**config.mk**
```make
export PLATFORM = sky130hd
export DESIGN_NAME = divide16_ctrl
export DESIGN_NICKNAME = d
export VERILOG_FILES = /design/src/rtl/divide16_ctrl.sv
export SDC_FILE = /design/constraint.sdc
export NUM_CORES = 1
export LEC_CHECK = 0
export ABC_AREA = 1
export CAP_MARGIN = 30
export CORE_MARGIN = 2
export CORE_UTILIZATION = 44
export DETAILED_ROUTE_END_ITERATION = 8
export HOLD_SLACK_MARGIN = 0.08
export PLACE_DENSITY = 0.84
export RECOVER_POWER = 100
export SLEW_MARGIN = 20
export SYNTH_ARGS = -nofsm -noshare
export SYNTH_HDL_FRONTEND = slang
export SYNTH_SLANG_ARGS = --single-unit
```
**constraint.sdc**
```tcl
create_clock -name clock -period 2 [get_ports clock]
set_clock_uncertainty 0.1 [all_clocks]
set_input_delay 0.4 -clock clock [delete_from_list [all_inputs] [get_ports clock]]
set_output_delay 0.4 -clock clock [all_outputs]
set_load 0.02 [all_outputs]
```
**src/rtl/divide16_ctrl.sv**
```systemverilog
// Sequencing controller for the two-stage radix-16 SRT divider: accepts a
// fractional divide request, steps the datapath and assembles the quotient.
module divide16_ctrl #(
  parameter int unsigned ITER = 2
) (
  input  logic              clock,
  input  logic              reset,
  input  logic              start,
  input  logic [7:0]        dividend,
  input  logic [7:0]        divisor,
  output logic              busy,
  output logic              done,
  output logic [4*ITER-1:0] quotient,
  output logic              err,
  output logic [7:0]        dp_op1,
  output logic [7:0]        dp_op2,
  output logic              dp_state0,
  input  logic [3:0]        dp_qj,
  input  logic [3:0]        dp_qjn,
  input  logic [10:0]       dp_sum2,
  input  logic [10:0]       dp_carry2
);

  localparam int unsigned QW = 4 * ITER;
  localparam int unsigned CW = (ITER > 1) ? $clog2(ITER) : 1;

  typedef enum logic [2:0] {S_IDLE, S_LOAD, S_ITER, S_CORR, S_DONE} state_t;

  state_t        state;
  logic [QW-1:0] qp;
  logic [QW-1:0] qn;
  logic [CW-1:0] cnt;
  logic [10:0]   rem_sum;
  logic          rem_neg;
  logic          range_bad;

  // Sign of the redundant residual decides the final -1 correction.
  assign rem_sum   = dp_sum2 + dp_carry2;
  assign rem_neg   = rem_sum[10];
  // Quotient must be a proper fraction with a normalized divisor.
  assign range_bad = !divisor[7] || (dividend >= divisor);

  always_ff @(posedge clock or posedge reset) begin
    if (reset) begin
      state     <= S_IDLE;
      qp        <= '0;
      qn        <= '0;
      cnt       <= '0;
      quotient  <= '0;
      err       <= 1'b0;
      busy      <= 1'b0;
      done      <= 1'b0;
      dp_state0 <= 1'b0;
      dp_op1    <= '0;
      dp_op2    <= '0;
    end else begin
      case (state)
        S_IDLE, S_DONE: begin
          done <= 1'b0;
          if (start) begin
            dp_op1 <= dividend;
            dp_op2 <= divisor;
            if (range_bad) begin
              err      <= 1'b1;
              quotient <= '1;
              done     <= 1'b1;
              state    <= S_DONE;
            end else begin
              qp        <= '0;
              qn        <= '0;
              err       <= 1'b0;
              busy      <= 1'b1;
              dp_state0 <= 1'b1;
              state     <= S_LOAD;
            end
          end else begin
            state <= S_IDLE;
          end
        end
        S_LOAD: begin
          dp_state0 <= 1'b0;
          cnt       <= CW'(ITER - 1);
          state     <= S_ITER;
        end
        S_ITER: begin
          // Digits arrive most significant first.
          qp <= (qp << 4) | QW'(dp_qj);
          qn <= (qn << 4) | QW'(dp_qjn);
          if (cnt == '0) begin
            state <= S_CORR;
          end else begin
            cnt <= cnt - CW'(1);
          end
        end
        S_CORR: begin
          quotient <= qp - qn - QW'(rem_neg);
          busy     <= 1'b0;
          done     <= 1'b1;
          state    <= S_DONE;
        end
        default: state <= S_IDLE;
      endcase
    end
  end

endmodule

```
After elaboration in Yosys (flattened, before gate mapping):

Index checks and enable logic that the tools add are counted.

* bits in registers: 48
* latch bits: 0
* memory bits (writable): 0
* ROM bits: 0
* bits of input ports: 49
* output and inout port bits: 28
* word-level logic and storage cells: 59
* memories: 0

* $add $sub $neg: 4
* multiply operators: 0
* div/mod/pow operators: 0
* order comparisons: 1
* eq/ne operators: 8
* shift-type cells: 0
* muxes and demuxes: 20
* bitwise logic cells: 2
* reductions and logical operators: 13

Operators by type and width (number)
* 8-bit one-hot mux with 2 select lines: 3
* 8-bit 2-to-1 mux: 4
* 8-bit by 4-bit OR with 8-bit output: 2
* 3-bit one-hot mux with 4 select lines: 1
* 3-bit AND reduction: 4
* 11-bit adder: 1
* 3-bit 2-to-1 mux: 3
* 8-bit greater-or-equal comparator: 1
* 2-bit inequality test, second input constant: 4
* 1-bit one-hot mux with 2 select lines: 4
* 2-bit nonzero test: 4
* 8-bit by 1-bit subtractor with 8-bit output: 1
* 8-bit subtractor: 1
* 3-bit by 2-bit equality test with 1-bit output, second input constant: 2
* 1-bit 2-to-1 mux: 5
* 3-bit by 1-bit equality test with 1-bit output, second input constant: 1
* 3-bit equality test, second input constant: 1
* 3-bit logical NOT: 1
* 2-bit AND reduction: 1
* 2-bit OR reduction: 1
* 1-bit logical NOT: 1
* 1-bit logical OR: 1
* 1-bit subtractor, second input constant: 1

Logic depth before layout (Yosys ltp):

* depth after elaboration: 5
* gate-level depth with buffers: 18
* mapped depth without buffers: 18

Least setup slack after synthesis:

No wires, ideal clock.

* path kind: input-to-reg
* start point: input dp_sum2[5]
* end point: register quotient[6]
* library setup time: 0.117 ns
* arrival time: 2.696 ns
* data required time: 1.783 ns
* slack: -0.912 ns
* stages on the path: 17
* buffers on the path: 0
* path through: ha_1 -> nand2_1 -> o21ai_0 -> nand2_1 -> nand3_1 -> xor2_1 -> fa_1 -> inv_1 -> ha_1 -> nor2_1 -> fa_1 -> inv_1 -> nand4_1 -> nand4_1 -> nand3_1 -> nand2_1 -> nand2_1

* cells in the longest elaborated chain, start to end: 3

RTL lines
* start: declaration: line 20 `input logic [10:0] dp_sum2,`
* 11-bit adder: line 38 `assign rem_sum = dp_sum2 + dp_carry2;`
* 8-bit by 1-bit subtractor with 8-bit output: line 96 `quotient <= qp - qn - QW'(rem_neg);`
* 8-bit one-hot mux with 2 select lines: line 57 `case (state)`
* end signal: assignment: line 96
* end: declaration: line 13 `output logic [4*ITER-1:0] quotient,`

Every way passes these cells.
A chain may end at the register's enable or synchronous reset.

Final worst setup path:

* start point: input dp_carry2[5]
* end point: register quotient[6]

* cells in the longest elaborated chain, start to end: 3

RTL lines
* start: declaration: line 21 `input logic [10:0] dp_carry2`
* 11-bit adder: line 38
* 8-bit by 1-bit subtractor with 8-bit output: line 96
* 8-bit one-hot mux with 2 select lines: line 57

Every way passes these cells.

==> qor.log <==
[power_and_ir_drop] portion of total power attributed to combinational logic 61.3%
[sta] number of hold-slack violations in the final timing report 0
[finish] commonest cells after routing, fill and taps aside nand2_1, inv_1, dfrtp_1, nand3_1, dlygate4sd3_1
[finish] number of nets in the layout 532
[synthesis] mean post-synth cell area 8.03 µm²
[synthesis] number of flops mapped to enable cells by yosys 0
[critical_path] largest incremental delay on the critical path 570 ps
[power_and_ir_drop] Max IR drop VDD 0.899 mV
[route] WL/cell 13.4 µm
[critical_path] worst-path maximum fanout 2
[power_and_ir_drop] proportion of power drawn by flip-flops and latches 27.4%
[finish] Area growth, synth to finish 47.1%
[cts] clock tree from TritonCTS built
[synthesis] count of unique library cells instantiated by Yosys 30
[finish] layout cell share with drive strength beyond 1 21.6%
[placement] Place WS -1620 ps
[cts] H-tree Lvls 2
[floorplan] die width 84.3 µm
[route] total DRC errors in the routed layout 0
[power_and_ir_drop] switching pwr 2760 µW
[sta] Worst slew margin 23.0%
[global_routing] initial antenna violation count 0
[cts] buffer depth of the longest clock path 2
[route] Starting DRT DRC Count 150
[sta] final worst path period share 151%
[finish] most common cell after layout, fill and taps aside nand2_1
[critical_path] start of the worst register-to-register path qp[0]
[cts] clock net sink count 48
[floorplan] number of ports placed on the die boundary 77
[worst_hold_path] sink of the worst hold path err
[critical_path] setup slack of the most critical reg-to-reg path -450 ps
[synthesis] flops & latches, synth 48
[worst_hold_path] depth of the worst hold-timing path 2
[critical_path] Startpoint Class input pin
[global_routing] global-route wire length before repair 11.7 mm
[floorplan] row count 29
[critical_path] cell with the largest stage delay on the worst path fa_1
[critical_path] Crit path required time 2100 ps
[sta] Final Setup Violations 20
[floorplan] starting utilization of the core area 45.2%
[critical_path] kind of critical path input pin to register
[global_routing] aggregate global-route resource usage 20.0%
[synthesis] total standard cell area after synthesis 2840 µm²
[placement] count of input and output buffers 76
[cts] CTS Buf Count 5
[sta] Min Clock Period, post-route 3010 ps
[power_and_ir_drop] relative contribution of the clock network to total power 11.3%
[placement] routability cong. 0.799
[finish] post-layout util 66.5%
[synthesis] count of warnings emitted by yosys 0
[sta] Slew Limit Fails 0
[sta] worst slew pin tran 1150 ps
[cts] clk root buf clkbuf_8
[route] via count normalized by instance count 5.04
[global_routing] maximum number of pins on one net before global-route repair 49
[sta] Fmax 332 MHz
[floorplan] height of the chip 84.3 µm
[global_routing] vias in the first global route 2634
[power_and_ir_drop] switching portion of total power 45.2%
[synthesis] async set-reset flop share out of synthesis 100%
[route] vias after detailed routing 2671
[floorplan] full die area 7100 µm²
[sta] setup repair after global routing missed its margin true
[critical_path] critical register-to-register path endpoint quotient[6]
[critical_path] most prevalent standard cell on the critical path nand2_1
[critical_path] source of the critical timing path dp_carry2[5]
[critical_path] cell-by-cell trace of the critical path buf_6 -> ha_4 -> a21oi_2 -> o21ai_2 -> nand2_1 -> nand3_2 -> xor2_2 -> fa_1 -> ha_2 -> nor2_4 -> fa_2 -> inv_2 -> nand4_1 -> nand4_1 -> nand3_1 -> nand2_1 -> nand2_1
[floorplan] Core Footprint 6280 µm²
[critical_path] WP data arrival 3110 ps
[run_status] status complete, but fails checks
[synthesis] number of nets in the synthesized netlist 433
[cts] clock-pin slew on the worst setup and hold paths 90 ps
[cts] source-to-sink clock delay at the later pin of the worst-skew pair 300 ps
[synthesis] portion of the post-synthesis area used by sequential elements 42.4%
[power_and_ir_drop] Cell Int Power 3350 µW
[route] total wire length after detailed routing 7.10 mm
[global_routing] GR Overflow Total 0
[placement] detailed placement HPWL 4.76 mm
[flow_run] reported max-cap violation count 0
[worst_hold_path] startpoint of the tightest hold check path err
[critical_path] Register-to-Register Path Depth 11
[power_and_ir_drop] leakage power total 0.00210 µW
[route] Routed Antenna Nets 0
[synthesis] Cells after Synth 353
[sta] Setup WS post-layout -1010 ps
[finish] number of antenna cells inserted 0
[power_and_ir_drop] Cell Pwr Density 1470 nW/µm²
[synthesis] dominant register cell in the synthesized netlist dfrtp_1
[worst_hold_path] Hold Crit Class register to register
[critical_path] Crit. End Element register
[run_status] violated checks negative setup slack
[route] drt first pass iters 4
[area by class of cell]
type                    instances  area, µm²
clock buffers                   6       72.6
clock inverters                 2       35.0
fillers                       489       2110
inverters                      55        211
multi-input cells             246       1680
flip-flops and latches         48       1200
well taps                      77       96.3
repair buffers                 96        876
[per-stage QoR]
| step | power [µW] | instance area, µm² | hold slack [ps] | setup TNS [ps] | std cells |
|---|---|---|---|---|---|
| final | 6110 | 4170 | 379 | -6390 | 530 |
| after global placement | 4960 | 3830 | 361 | -16060 | 511 |
| after detailed placement | 5100 | 3830 | 367 | -17030 | 511 |
| after floorplan | 3910 | 2920 | 369 | -5820 | 353 |
| after CTS | 6010 | 4070 | 372 | -5210 | 523 |
| after global routing | 6630 | 4170 | 411 | -9590 | 530 |
[worst max-delay path by stage]
stage                              to  slack, ps  cells after the start
after floorplan           quotient[6]       -880                     16
after global placement    quotient[6]      -1500                     17
after detailed placement  quotient[6]      -1620                     17
after CTS                 quotient[6]       -830                     18
after global routing      quotient[6]      -1110                     17
final                     quotient[6]      -1010                     17
[cell families after synthesis]
| kind of cell | count (synthesis) | share of synthesized area, % |
|---|---|---|
| xor+xnor | 4 | 1.24 |
| compound gates | 35 | 6.58 |
| flops | 48 | 42.4 |
| buf+inv | 62 | 8.91 |
| fa+ha+maj | 31 | 14.2 |
| simple gates | 173 | 26.7 |
[metal layers]
metal | track usage, % | vias to the layer above | wire length, µm
li1 | - | 1333 | -
met1 | 24.6 | 1245 | 2960
met2 | 35.4 | 70 | 3640
met3 | 3.15 | 23 | 277
met4 | 7.04 | 0 | 219
met5 | 0 | - | 0
[critical path: cells and delay by family]
family	cells	cell delay, ps
simple gates	8	740
buf+inv	2	170
fa+ha+maj	4	1410
xor+xnor	1	190
compound gates	2	190
[state kept, by name, summed over array words and instances (netlist names)]
| register | flops |
|---|---|
| dp_op1 | 8 |
| dp_op2 | 8 |
| qn | 8 |
| qp | 8 |
| quotient | 8 |
| state | 3 |
| busy | 1 |
| cnt | 1 |
| done | 1 |
| dp_state0 | 1 |
| err | 1 |
[power by group through the flow]
stage | Clock [µW] | Sequential, µW | Combinational, µW
4_1_cts | 702 | 1690 | 3620
2_1_floorplan | 0 | 2010 | 1890
5_1_grt | 738 | 1740 | 4160
6_report | 691 | 1680 | 3750
3_3_place_gp | 0 | 1690 | 3270
3_5_place_dp | 0 | 1710 | 3390
[synth_stat cells (2+ instances only)]
master | count | area (µm²)
ha_1 | 29 | 363
buf_2 | 3 | 15.0
a21oi_1 | 13 | 65.1
nor2_1 | 11 | 41.3
inv_2 | 2 | 7.51
xnor2_1 | 2 | 17.5
inv_1 | 51 | 191
nand3_1 | 37 | 185
inv_4 | 2 | 12.5
clkbuf_1 | 2 | 7.51
dfrtp_1 | 48 | 1200
nand4_1 | 2 | 12.5
nor3_2 | 2 | 20.0
fa_1 | 2 | 40.0
o21ai_0 | 18 | 90.1
nand2_1 | 114 | 428
xor2_1 | 2 | 17.5
[repair_timing]
item | 4_1_cts | 5_1_grt
setup endpoints to repair | 10 | 29
gates cloned | 1 | 2
hold buffers | 0 | 0
pin swaps | 33 | 10
setup buffers | 3 | 5
resized for setup | 106 | 18
Note: power is estimated with default switching activity, not from simulation.
